`config.mk`:
```
export PLATFORM = sky130hd
export DESIGN_NAME = instr_encode_loader
export DESIGN_NICKNAME = d
export VERILOG_FILES = /design/src/rtl/pikarisc_pkg.sv /design/src/rtl/sync_fifo.sv /design/src/rtl/instr_encode_loader.sv
export SDC_FILE = /design/constraint.sdc
export NUM_CORES = 1
export LEC_CHECK = 0
export CORE_MARGIN = 2
export CORE_UTILIZATION = 53
export DETAILED_ROUTE_END_ITERATION = 8
export PLACE_DENSITY = 0.8
export SYNTH_ARGS = -nofsm -noshare
export SYNTH_HDL_FRONTEND = slang
export SYNTH_SLANG_ARGS = --single-unit
export TNS_END_PERCENT = 100
```
`constraint.sdc`:
```
create_clock -name clk -period 2.8 [get_ports clk]
set_input_delay 0.28 -clock clk [delete_from_list [all_inputs] [get_ports clk]]
set_output_delay 0.28 -clock clk [all_outputs]
set_load 0.03 [all_outputs]
```
`src/rtl/pikarisc_pkg.sv`:
```
// PikaRISC shared definitions: opcodes, instruction formats and field positions.
// Used by both the instruction encoder/loader and the decode stage.
package pikarisc_pkg;

  typedef enum logic [3:0] {
    FMT_R, FMT_I, FMT_CR, FMT_CI, FMT_J, FMT_M, FMT_CALL, FMT_RET, FMT_ILL
  } fmt_e;

  localparam logic [5:0] OP_ADDrr     = 6'h08;
  localparam logic [5:0] OP_NOTr      = 6'h0A;
  localparam logic [5:0] OP_NOTi      = 6'h0B;
  localparam logic [5:0] OP_ANDri     = 6'h11;
  localparam logic [5:0] OP_MOVriLO16 = 6'h13;
  localparam logic [5:0] OP_MOVriHI16 = 6'h15;
  localparam logic [5:0] OP_CMPrr     = 6'h20;
  localparam logic [5:0] OP_CMPri     = 6'h21;
  localparam logic [5:0] OP_JEQ       = 6'h23;
  localparam logic [5:0] OP_LD        = 6'h24;
  localparam logic [5:0] OP_STR       = 6'h25;
  localparam logic [5:0] OP_CALL      = 6'h26;
  localparam logic [5:0] OP_RET       = 6'h27;

  localparam int OPC_LSB  = 26;
  localparam int RD_LSB   = 22;
  localparam int COND_LSB = 22;
  localparam int RS_LSB   = 18;
  localparam int RT_LSB   = 14;
  localparam int IMM_W    = 18;
  localparam int MEM_W    = 22;

  function automatic fmt_e fmt_of(input logic [5:0] op);
    fmt_e f;
    f = FMT_ILL;
    if (!op[5]) begin
      f = op[0] ? FMT_I : FMT_R;
    end else if (!op[4]) begin
      // 101xxx is unassigned and treated the same as 11xxxx
      case (op[3:1])
        3'b000:  f = op[0] ? FMT_CI : FMT_CR;
        3'b001:  f = FMT_J;
        3'b010:  f = FMT_M;
        3'b011:  f = op[0] ? FMT_RET : FMT_CALL;
        default: f = FMT_ILL;
      endcase
    end
    return f;
  endfunction

endpackage

```
`src/rtl/sync_fifo.sv`:
```
// Single-clock circular FIFO; head entry is visible on rdata_o without a pop.
// The caller never pushes when full nor pops when empty.
module sync_fifo #(
  parameter int W     = 33,
  parameter int DEPTH = 4,
  localparam int AW   = $clog2(DEPTH),
  localparam int CW   = AW + 1
) (
  input  logic          clk,
  input  logic          rst,
  input  logic          push_i,
  input  logic          pop_i,
  input  logic [W-1:0]  wdata_i,
  output logic [W-1:0]  rdata_o,
  output logic [CW-1:0] count_o
);

  logic [W-1:0]  mem_q [DEPTH];
  logic [AW-1:0] wr_ptr_q, rd_ptr_q;
  logic [CW-1:0] count_q;

  always_ff @(posedge clk or posedge rst) begin
    if (rst) begin
      wr_ptr_q <= '0;
      rd_ptr_q <= '0;
      count_q  <= '0;
    end else begin
      if (push_i) wr_ptr_q <= wr_ptr_q + 1'b1;
      if (pop_i)  rd_ptr_q <= rd_ptr_q + 1'b1;
      count_q <= count_q + CW'(push_i) - CW'(pop_i);
    end
  end

  always_ff @(posedge clk) begin
    if (push_i) mem_q[wr_ptr_q] <= wdata_i;
  end

  assign rdata_o = mem_q[rd_ptr_q];
  assign count_o = count_q;

endmodule

```
`src/rtl/instr_encode_loader.sv`:
```
// Encodes PikaRISC field tuples into 32-bit words, buffers them and streams
// them into instruction memory at sequential addresses.
module instr_encode_loader
  import pikarisc_pkg::*;
#(
  parameter int FIFO_DEPTH = 4,
  parameter int ADDR_W     = 10,
  parameter int BASE_ADDR  = 0
) (
  input  logic              clk,
  input  logic              rst,
  input  logic              in_valid,
  output logic              in_ready,
  input  logic              in_last,
  input  logic [5:0]        in_opcode,
  input  logic [3:0]        in_rd,
  input  logic [3:0]        in_rs,
  input  logic [3:0]        in_rt,
  input  logic [3:0]        in_cond,
  input  logic [17:0]       in_imm,
  input  logic [21:0]       in_mem,
  output logic              imem_we,
  input  logic              imem_ready,
  output logic [ADDR_W-1:0] imem_addr,
  output logic [31:0]       imem_wdata,
  output logic              done,
  output logic              err_illegal,
  output logic [ADDR_W-1:0] word_count
);

  localparam int CW = $clog2(FIFO_DEPTH) + 1;

  typedef enum logic [1:0] {S_IDLE, S_WRITE, S_DONE} state_e;

  function automatic logic [31:0] encode(
    input logic [5:0]  op,
    input logic [3:0]  rd, rs, rt, cond,
    input logic [17:0] imm,
    input logic [21:0] mem
  );
    logic [31:0] w;
    w = '0;
    w[OPC_LSB +: 6] = op;
    case (fmt_of(op))
      FMT_R:    begin w[RD_LSB +: 4] = rd; w[RS_LSB +: 4] = rs; w[RT_LSB +: 4] = rt; end
      FMT_I:    begin w[RD_LSB +: 4] = rd; w[RS_LSB +: 4] = rs; w[0 +: IMM_W] = imm; end
      FMT_CR:   begin w[RS_LSB +: 4] = rs; w[RT_LSB +: 4] = rt; end
      FMT_CI:   begin w[RS_LSB +: 4] = rs; w[0 +: IMM_W] = imm; end
      FMT_J:    begin w[COND_LSB +: 4] = cond; w[0 +: MEM_W] = mem; end
      FMT_M:    begin w[RD_LSB +: 4] = rd; w[0 +: MEM_W] = mem; end
      FMT_CALL: w[0 +: MEM_W] = mem;
      default:  ;
    endcase
    return w;
  endfunction

  state_e            state_q;
  logic              in_ready_q, err_q, pend_q, wc_clr_q;
  logic [ADDR_W-1:0] addr_q, wc_q;
  logic [32:0]       head;
  logic [CW-1:0]     count, cnt_d;
  logic              illegal_in, acc, push, hs, empty, drain_done;

  assign illegal_in = (fmt_of(in_opcode) == FMT_ILL);
  assign acc        = in_valid && in_ready_q;
  assign push       = acc && !illegal_in;
  assign empty      = (count == '0);
  assign imem_we    = !empty && (state_q != S_DONE);
  assign hs         = imem_we && imem_ready;
  assign cnt_d      = count + CW'(push) - CW'(hs);
  // An illegal last tuple finishes the program once everything ahead of it is written
  assign drain_done = pend_q && empty && (state_q != S_DONE);

  sync_fifo #(.W(33), .DEPTH(FIFO_DEPTH)) u_fifo (
    .clk     (clk),
    .rst     (rst),
    .push_i  (push),
    .pop_i   (hs),
    .wdata_i ({in_last, encode(in_opcode, in_rd, in_rs, in_rt, in_cond, in_imm, in_mem)}),
    .rdata_o (head),
    .count_o (count)
  );

  always_ff @(posedge clk or posedge rst) begin
    if (rst) begin
      state_q    <= S_IDLE;
      in_ready_q <= 1'b0;
      err_q      <= 1'b0;
      pend_q     <= 1'b0;
      wc_clr_q   <= 1'b0;
      addr_q     <= ADDR_W'(BASE_ADDR);
      wc_q       <= '0;
    end else begin
      in_ready_q <= (cnt_d != CW'(FIFO_DEPTH));
      if (acc && illegal_in) err_q <= 1'b1;
      if (drain_done) pend_q <= 1'b0;
      if (acc && illegal_in && in_last) pend_q <= 1'b1;
      if (hs) begin
        addr_q   <= addr_q + 1'b1;
        wc_q     <= wc_clr_q ? ADDR_W'(1) : wc_q + 1'b1;
        wc_clr_q <= 1'b0;
      end
      case (state_q)
        S_DONE: state_q <= (cnt_d != '0) ? S_WRITE : S_IDLE;
        default: begin
          if ((hs && head[32]) || drain_done) begin
            state_q  <= S_DONE;
            addr_q   <= ADDR_W'(BASE_ADDR);
            wc_clr_q <= 1'b1;
          end else begin
            state_q <= (cnt_d != '0) ? S_WRITE : S_IDLE;
          end
        end
      endcase
    end
  end

  assign in_ready    = in_ready_q;
  assign imem_addr   = addr_q;
  assign imem_wdata  = imem_we ? head[31:0] : 32'h0;
  assign done        = (state_q == S_DONE);
  assign err_illegal = err_q;
  assign word_count  = wc_q;

endmodule

```
# [After elaboration in Yosys (flattened, before gate mapping)]
# Memories as Yosys holds them, arrays and structs flattened.
# Index checks and enable logic that the tools add are counted.
[word_totals] memories=1 output_inout_bits=56 wordCells=75 ram_bits=132 register_bits=33 inputBits=67
[mem_list] name="u_fifo.mem_q" depth=4 width=33 rd=1 rd_ports_with_merged_regs=0 wr=1 line_no="sync_fifo.sv:18" rtl="logic [W-1:0] mem_q [DEPTH];"
[classes] addsub=6 eq_ne=13 n_reduce_logical=21 mux=24
[ops] cell="$mux 10" n=4
[ops] cell="$mux 32" n=1
[ops] cell="$pmux 14 s2" n=1
[ops] cell="$pmux 8 s3" n=1
[ops] cell="$add 10x1->10 const B" n=2
[ops] cell="$pmux 4 s4" n=1
[ops] cell="$eq 4x3->1 const B" n=3
[ops] cell="$mux 1" n=11
[ops] cell="$logic_and 1x1->1" n=9
[ops] cell="$eq 4x2->1 const B" n=2
[ops] cell="$mux 4" n=2
[ops] cell="$pmux 4 s2" n=1
[ops] cell="$eq 3x2->1 const B" n=2
[ops] cell="$logic_not 3->1" n=2
[ops] cell="$reduce_or 3->1" n=2
[ops] cell="$add 2x1->2 const B" n=2
[ops] cell="$eq 4x1->1 const B" n=1
[ops] cell="$eq 4x4->1 const B" n=1
[ops] cell="$logic_not 4->1" n=1
[ops] cell="$mux 2" n=2
[ops] cell="$reduce_or 2->1" n=2
[ops] cell="$add 3x1->3" n=1
[ops] cell="$eq 3x1->1 const B" n=1
[ops] cell="$ne 3x3->1 const B" n=1
[ops] cell="other kinds (7)" n=8

# [Depth between registers and ports, before layout]
# Gate-level depths: netlist of run 1.
[logic_depth] depth_word=13 mapped_depth=12 mapped_depth_nobuf=11

# [By module]
# Synthesis of run 1 repeated with hierarchy kept, for this count alone.
[hier_totals] hier_cells=441 area_unflattened_um2=7200.7
[by_module_without_submodules] mod="sync_fifo" area_per_inst_um2=5195.0 seq_area_each_um2=4139.0 n_inst=1 cells_each=206
[by_module_without_submodules] mod="instr_encode_loader" area_per_inst_um2=2005.7 seq_area_each_um2=650.6 n_inst=1 cells_each=235

# [Least setup slack after synthesis of run 1]
# OpenSTA, ideal clock, no wires.
[synth_path] path_type="register to register" startpoint="register u_fifo.count_q[0], in the netlist u_fifo.count_o[0]" endpoint="register state_q[0]" arrival_time_ps=2401 n_path_buf=1 t_required_ps=2679 path_stages_with_launch=13 setup_time_ps=121 path_slack_ps=278 synth_period_minus_slack_ps=2522 cell_sequence="dfrtp_1 -> or3_1 -> buf_2 -> nand3_2 -> inv_2 -> ha_1 -> inv_1 -> ha_1 -> fa_1 -> xnor2_1 -> xnor2_1 -> nor3_1 -> nor2_1"
[synth_between] elab_chain_cells=9 elab_cells_between_ends=14 cone_classes="add/sub (2); mux (3); reduce/logical (9)"
[synth_lines] item="start: declaration" line_no="sync_fifo.sv:20" rtl="logic [CW-1:0] count_q;"
[synth_lines] item="start signal: assignment" line_no="sync_fifo.sv:30" rtl="count_q <= count_q + CW'(push_i) - CW'(pop_i);"
[synth_lines] item="$logic_not 3->1 (*)" line_no="instr_encode_loader.sv:67" rtl="assign empty = (count == '0);"
[synth_lines] item="$logic_not 1->1 (*)" line_no="instr_encode_loader.sv:68" rtl="assign imem_we = !empty && (state_q != S_DONE);"
[synth_lines] item="$logic_and 1x1->1 (*)" line_no="instr_encode_loader.sv:68"
[synth_lines] item="$logic_and 1x1->1 (*)" line_no="instr_encode_loader.sv:69" rtl="assign hs = imem_we && imem_ready;"
[synth_lines] item="net hs" line_no="instr_encode_loader.sv:62" rtl="logic illegal_in, acc, push, hs, empty, drain_done;"
[synth_lines] item="$sub 3x1->3 (*)" line_no="instr_encode_loader.sv:70" rtl="assign cnt_d = count + CW'(push) - CW'(hs);"
[synth_lines] item="net cnt_d[2]" line_no="instr_encode_loader.sv:61" rtl="logic [CW-1:0] count, cnt_d;"
[synth_lines] item="$reduce_bool 3->1 (*)" line_no="instr_encode_loader.sv:104, instr_encode_loader.sv:111"
[synth_lines] item="$mux 1 (*)" line_no="instr_encode_loader.sv:104, instr_encode_loader.sv:111"
[synth_lines] item="$mux 2" line_no="instr_encode_loader.sv:106" rtl="if ((hs && head[32]) || drain_done) begin"
[synth_lines] item="$mux 2 (*)" line_no="instr_encode_loader.sv:103" rtl="case (state_q)"
[synth_lines] item="end signal: assignment" line_no="instr_encode_loader.sv:104" rtl="S_DONE: state_q <= (cnt_d != '0) ? S_WRITE : S_IDLE;"
[synth_lines] item="end signal: assignment" line_no="instr_encode_loader.sv:111" rtl="state_q <= (cnt_d != '0) ? S_WRITE : S_IDLE;"
[synth_lines] item="end: declaration" line_no="instr_encode_loader.sv:57" rtl="state_e state_q;"
# The timed path passes the listed nets; every way through them passes the cells marked *.
# A chain may end at the register's enable or synchronous reset.

# [Worst setup path in the final report of run 1]
# Same ends and word-level chain as after synthesis.

==> impl_metrics.json, run 1 <==
{
  "dp.final_hpwl_mm": 9.66,
  "layout.cells.non_filler": 759,
  "power_leakage_uw": 0.00341,
  "worstPathArrival_ns": 2.80,
  "tightestPinTransition_ns": 0.901,
  "yosys_warnings": 0,
  "grt_max_degree": 38,
  "final-hold-violation-count": 0,
  "worst-path-max-fanout": 3,
  "root_buffer": "clkbuf_16",
  "worst_setup_path_start_kind": "flop",
  "whs_ns": 0.367,
  "cts-resized-gates": 0,
  "antenna_violations_before_repair": 0,
  "status": "completed",
  "critical_path_class": "flop to flop",
  "synthDominantCellAreaShare_pct": 56.4,
  "report.final.setup_viol": 0,
  "n_antenna_cell": 0,
  "post_drt_wl_per_cell_um": 19.8,
  "totalWireLength_mm": 15.1,
  "die_x_um": 119,
  "critPathRequiredTime_ns": 3.08,
  "biggest_area_contributors_in_the_synthesized_netlist": "edfxtp_1, dfrtp_1, mux4_2",
  "endpoint_kind": "flop",
  "cts_buffer_depth": 2,
  "dpl.cell_count": 727,
  "period_needed_ns": 2.52,
  "post_synth_most_frequent_cells": "edfxtp_1, and3_1, dfrtp_1, mux4_2, a22o_1",
  "design.die.area_sq_um": 14200,
  "synth-main-ff-cell": "edfxtp_1",
  "synthesized_net_count": 503,
  "maxSlewHeadroom_pct": 39.9,
  "placement.io_buffers": 122,
  "totalNegativeSetupSlack_ns": 0,
  "place_worst_setup_slack_ns": 0.327,
  "ant_nets": 0,
  "number_of_design_rule_violations_left_by_the_first_detailed_router_iteration": 384,
  "cpMaxStageDelayCell": "or3_1",
  "gp_routability_congestion": 0.778,
  "finalCoreUtilization_pct": 70.2,
  "yosysSeqAreaShare_pct": 68.2,
  "avgViaCountPerCell": 5.79,
  "synthDominantAreaCellType": "edfxtp_1",
  "slowest_delay_ns": 0.42,
  "fmax_ghz": 0.397,
  "tritoncts": "done",
  "final-max-slew-violation-count": 0,
  "via_count_of_the_routed_design": 4392,
  "synth_edf_count": 132,
  "htree_num_levels": 4,
  "clock_sink_count": 165,
  "die_height_um": 119,
  "detail_route.first_pass.iterations": 4,
  "critical_path.cell_chain": "or3_1, nand3_2, inv_2, ha_1, inv_1, ha_1, fa_1, xnor2_1, xnor2_1, nor3_1, nor2_1",
  "placeableCoreArea_sq_um": 13100,
  "syn_area_per_cell_sq_um": 16.5,
  "cts.repair_timing.setup_buffer_count": 0,
  "synthesis.area_sq_um": 7020,
  "first_global_vias": 4518,
  "drive_above_1_share_pct": 23.8,
  "yosys.cell_types.count": 49,
  "cts-buffers-inserted": 17,
  "start_util_pct": 53.7,
  "syn2layout_area_growth_pct": 30.7,
  "synth_most_common_cell": "edfxtp_1",
  "setup_repair_after_global_routing_missed_its_margin": "false",
  "ir_drop_mv": 0.642,
  "postSynth.asyncResetShare_pct": 20.0,
  "cap_viol_max_count": 0,
  "worst_setup_hold_path_clk_slew_ns": 0.06,
  "track_usage_pct": 22.4,
  "class_of_the_tightest_hold_or_removal_check": "input pin to asynchronous set/reset pin",
  "floorplan.io_pins": 123,
  "final.setup.worst_slack_ns": 0.280,
  "power.density_cell_area_nw_per_um2": 1050,
  "synth_seq_cells": 165,
  "floorplan.rows": 42,
  "worstSkewPairLatency_ns": 0.43,
  "drc": 0,
  "final.setup_skew_ns": 0.00539,
  "gr-total-overflow": 0,
  "final_net_count": 646,
  "holdBufCountCts": 0,
  "grt_pass1_wl_mm": 23.8,
  "synthesized_instance_count": 427,
  "finalCritPeriodShare_pct": 90.0
}
## registers in the layout, summed over array words and instances, names as in the netlist
register,cells
err_illegal,1
imem_addr,10
in_ready,1
pend_q,1
state_q,2
u_fifo.count_o,3
u_fifo.mem_q,132
u_fifo.rd_ptr_q,2
u_fifo.wr_ptr_q,2
wc_clr_q,1
word_count,10
## where the power goes
group	switching (uW)	internal, uW
combinational	2120	1710
sequential	269	3060
clock	902	1570
## critical path: cells and delay by family, from the launching register on
family	cells	cell delay, ns
fa+ha+maj	3	0.83
buf+inv	2	0.09
xor+xnor	2	0.31
flops	1	0.40
simple gates	4	0.76
## cells in the final DEF (no fill, tap or decap), types with 12 or more instances in the layout
master / instances
o21ai_0: 12
nor2_1: 14
nand2_1: 16
mux4_2: 33
clkdlybuf4s50_1: 90
buf_4: 54
clkbuf_16: 17
dfrtp_1: 32
and3_1: 34
a22o_1: 23
edfxtp_1: 132
## final cells by class
cell class / count / area, sq um
clock buffers: 17 / 425
well taps: 176 / 220
multi-input cells: 226 / 2100
fillers: 840 / 3900
flip-flops and latches: 165 / 4790
clock inverters: 15 / 211
repair buffers: 148 / 1390
inverters: 12 / 45.0
## stage by stage
| step | total power [uW] | cell area [sq um] |
|---|---|---|
| 2_1_floorplan | 5770 | 7020 |
| 3_3_place_gp | 7110 | 8550 |
| 3_5_place_dp | 7200 | 8550 |
| 4_1_cts | 9710 | 9180 |
| 5_1_grt | 10000 | 9180 |
| 6_report | 9630 | 9180 |
## worst paths after layout
kind,endpoint,slack (ns),depth (start not counted),from
max in group asynchronous,imem_addr[9],1.79,3,rst
worst max register to register,state_q[0],0.28,11,u_fifo.count_o[0]
min in group clk,err_illegal,0.48,1,err_illegal
worst max-delay path,state_q[0],0.28,11,u_fifo.count_o[0]
worst min register to register,err_illegal,0.48,1,err_illegal
worst min-delay path,err_illegal,0.37,2,rst
## logic make-up after synthesis
family	Yosys count	share of synthesized area, %
AND/OR/NAND/NOR	109	8.83
AO/OA/AOI/OAI	58	6.23
multiplexers	39	11.5
buffers and inverters	36	2.19
XOR/XNOR	11	1.37
flip-flops	165	68.2
adder cells (fa/ha/maj)	9	1.71
## routing by layer
layer  wire, um  track usage, %
met5          0               0
met2       7850            39.0
met1       6300            28.2
met4        159            6.18
met3        746            5.56
(Power assumes the default switching activity.)
==> run 2: changes to the inputs <==
- CORE_MARGIN: 2 -> 4
==> impl_metrics.json, run 2 (same netlist as run 1, synthesis figures left out) <==
{
  "report.final.setup_viol": 0,
  "worst_setup_path_start_kind": "flop",
  "regArea_sq_um": 4790,
  "placement.io_buffers": 122,
  "totalWireLength_mm": 15.6,
  "class_of_the_tightest_hold_or_removal_check": "input pin to asynchronous set/reset pin",
  "start_util_pct": 55.0,
  "first_global_vias": 4443,
  "clock_sink_count": 165,
  "floorplan.io_pins": 123,
  "drc": 0,
  "critPathRequiredTime_ns": 2.52,
  "ir_drop_mv": 0.714,
  "drive_above_1_share_pct": 17.9,
  "cap_viol_max_count": 0,
  "final-hold-violation-count": 0,
  "antenna_violations_before_repair": 0,
  "final.setup_skew_ns": 0.00820,
  "cts-buffers-inserted": 17,
  "grt_pass1_wl_mm": 24.4,
  "tightestPinTransition_ns": 0.783,
  "setup_repair_after_global_routing_missed_its_margin": "false",
  "maxSlewHeadroom_pct": 47.4,
  "totalNegativeSetupSlack_ns": 0,
  "final-max-slew-violation-count": 0,
  "critical_path.cell_chain": "buf_12, mux4_2, and3_1, clkdlybuf4s50_1",
  "power.density_cell_area_nw_per_um2": 1060,
  "design.die.area_sq_um": 15200,
  "ant_nets": 0,
  "tritoncts": "done",
  "dp.final_hpwl_mm": 9.74,
  "number_of_design_rule_violations_left_by_the_first_detailed_router_iteration": 467,
  "avgViaCountPerCell": 5.86,
  "root_buffer": "clkbuf_16",
  "endpoint_kind": "output pin",
  "status": "completed",
  "slowest_delay_ns": 0.60,
  "fmax_ghz": 0.376,
  "via_count_of_the_routed_design": 4387,
  "layout.filler_cells": 769,
  "gr-total-overflow": 0,
  "worst_setup_hold_path_clk_slew_ns": 0.06,
  "grt.met3_usage_pct": 5.49,
  "register_bank_with_the_most_flops": "u_fifo.mem_q",
  "mostFrequentLayoutCell": "edfxtp_1",
  "placeableCoreArea_sq_um": 12800,
  "multi_input_area_sq_um": 2100,
  "die_height_um": 123,
  "worst-path-max-fanout": 13,
  "use_met1_pct": 28.5,
  "n_antenna_cell": 0,
  "grt_max_degree": 38,
  "track_usage_pct": 21.9,
  "worstSkewPairLatency_ns": 0.43,
  "post_drt_wl_per_cell_um": 20.9,
  "power_leakage_uw": 0.00336,
  "worstPathArrival_ns": 2.38,
  "cts-resized-gates": 0,
  "finalCritPeriodShare_pct": 95.1,
  "period_needed_ns": 2.66,
  "globalRoute.busiestLayer": "met2",
  "htree_num_levels": 4,
  "holdBufCountCts": 0,
  "finalCoreUtilization_pct": 72.5,
  "detail_route.first_pass.iterations": 5,
  "critical_path_class": "flop to output pin",
  "gp_routability_congestion": 0.812,
  "die_x_um": 123,
  "cts_buffer_depth": 2,
  "mostFrequentLayoutCells": "edfxtp_1, clkdlybuf4s50_1, and3_1",
  "floorplan.rows": 41,
  "cpMaxStageDelayCell": "clkdlybuf4s50_1",
  "groute.layer.met2.usage_pct": 35.9,
  "largest_register_ff_count": 132,
  "syn2layout_area_growth_pct": 31.8,
  "final_net_count": 639
}
==> run 2: cell count changes in the layout (fill, tap and decap cells not counted), sizes merged <==
cell,before,now
clkdlybuf4s50,90,122
inv,12,14
clkinvlp,4,2
buf,58,19
==> run 2: path summary, 6_finish.rpt <==
check | from | end | slack [ns] | depth (start not counted)
worst max-delay path | u_fifo.rd_ptr_q[0] | imem_wdata[23] | 0.14 | 4
worst min-delay path | rst | imem_addr[6] | 0.25 | 3
worst max register to register | u_fifo.count_o[0] | state_q[0] | 0.30 | 11
worst min register to register | err_illegal | err_illegal | 0.47 | 1
max in group asynchronous | rst | u_fifo.rd_ptr_q[0] | 2.21 | 3
min in group clk | err_illegal | err_illegal | 0.47 | 1
==> run 2: what timing repair did <==
action | CTS | global route
hold endpoints to repair | 0 | 0
endpoints found under the setup margin | 26 | 0
setup buffers | 1 | 0
==> run 2: final cells by class <==
type,count,area share (%)
repair buffers,141,15.7
flip-flops and latches,165,51.7
multi-input cells,226,22.7
clock inverters,15,2.46
inverters,12,0.486
well taps,172,2.32
clock buffers,17,4.59
==> run 2: routing by layer <==
layer / wire length (um) / up-vias
met1: 6290 / 2224
met5: 0 / -
met3: 988 / 27
li1: - / 1966
met4: 318 / 0
met2: 8020 / 170
==> run 2: per-stage QoR <==
step                      instance area (sq um)  hold slack, ns  setup WS (ns)  std cells  power, uW
after global routing                       9260           0.273         0.0408        748      10300
after detailed placement                   8600           0.466          0.267        715       7330
final                                      9260           0.247          0.137        748       9830
after CTS                                  9260           0.239         0.0880        748       9920
after floorplan                            7020           0.379          0.278        427       5770
after global placement                     8600           0.453          0.365        715       7230
==> run 2: critical path, delay by kind of cell, from the launching register on <==
kind | cells | cell delay, ns
buffers and inverters | 2 | 0.78
flip-flops | 1 | 0.43
multiplexers | 1 | 0.53
AND/OR/NAND/NOR | 1 | 0.23
==> run 2: where the power goes <==
part	total (uW)	internal, uW	switching [uW]
combinational	3970	1820	2150
sequential	3320	3060	258
clock	2540	1590	955
total	9830	6470	3360
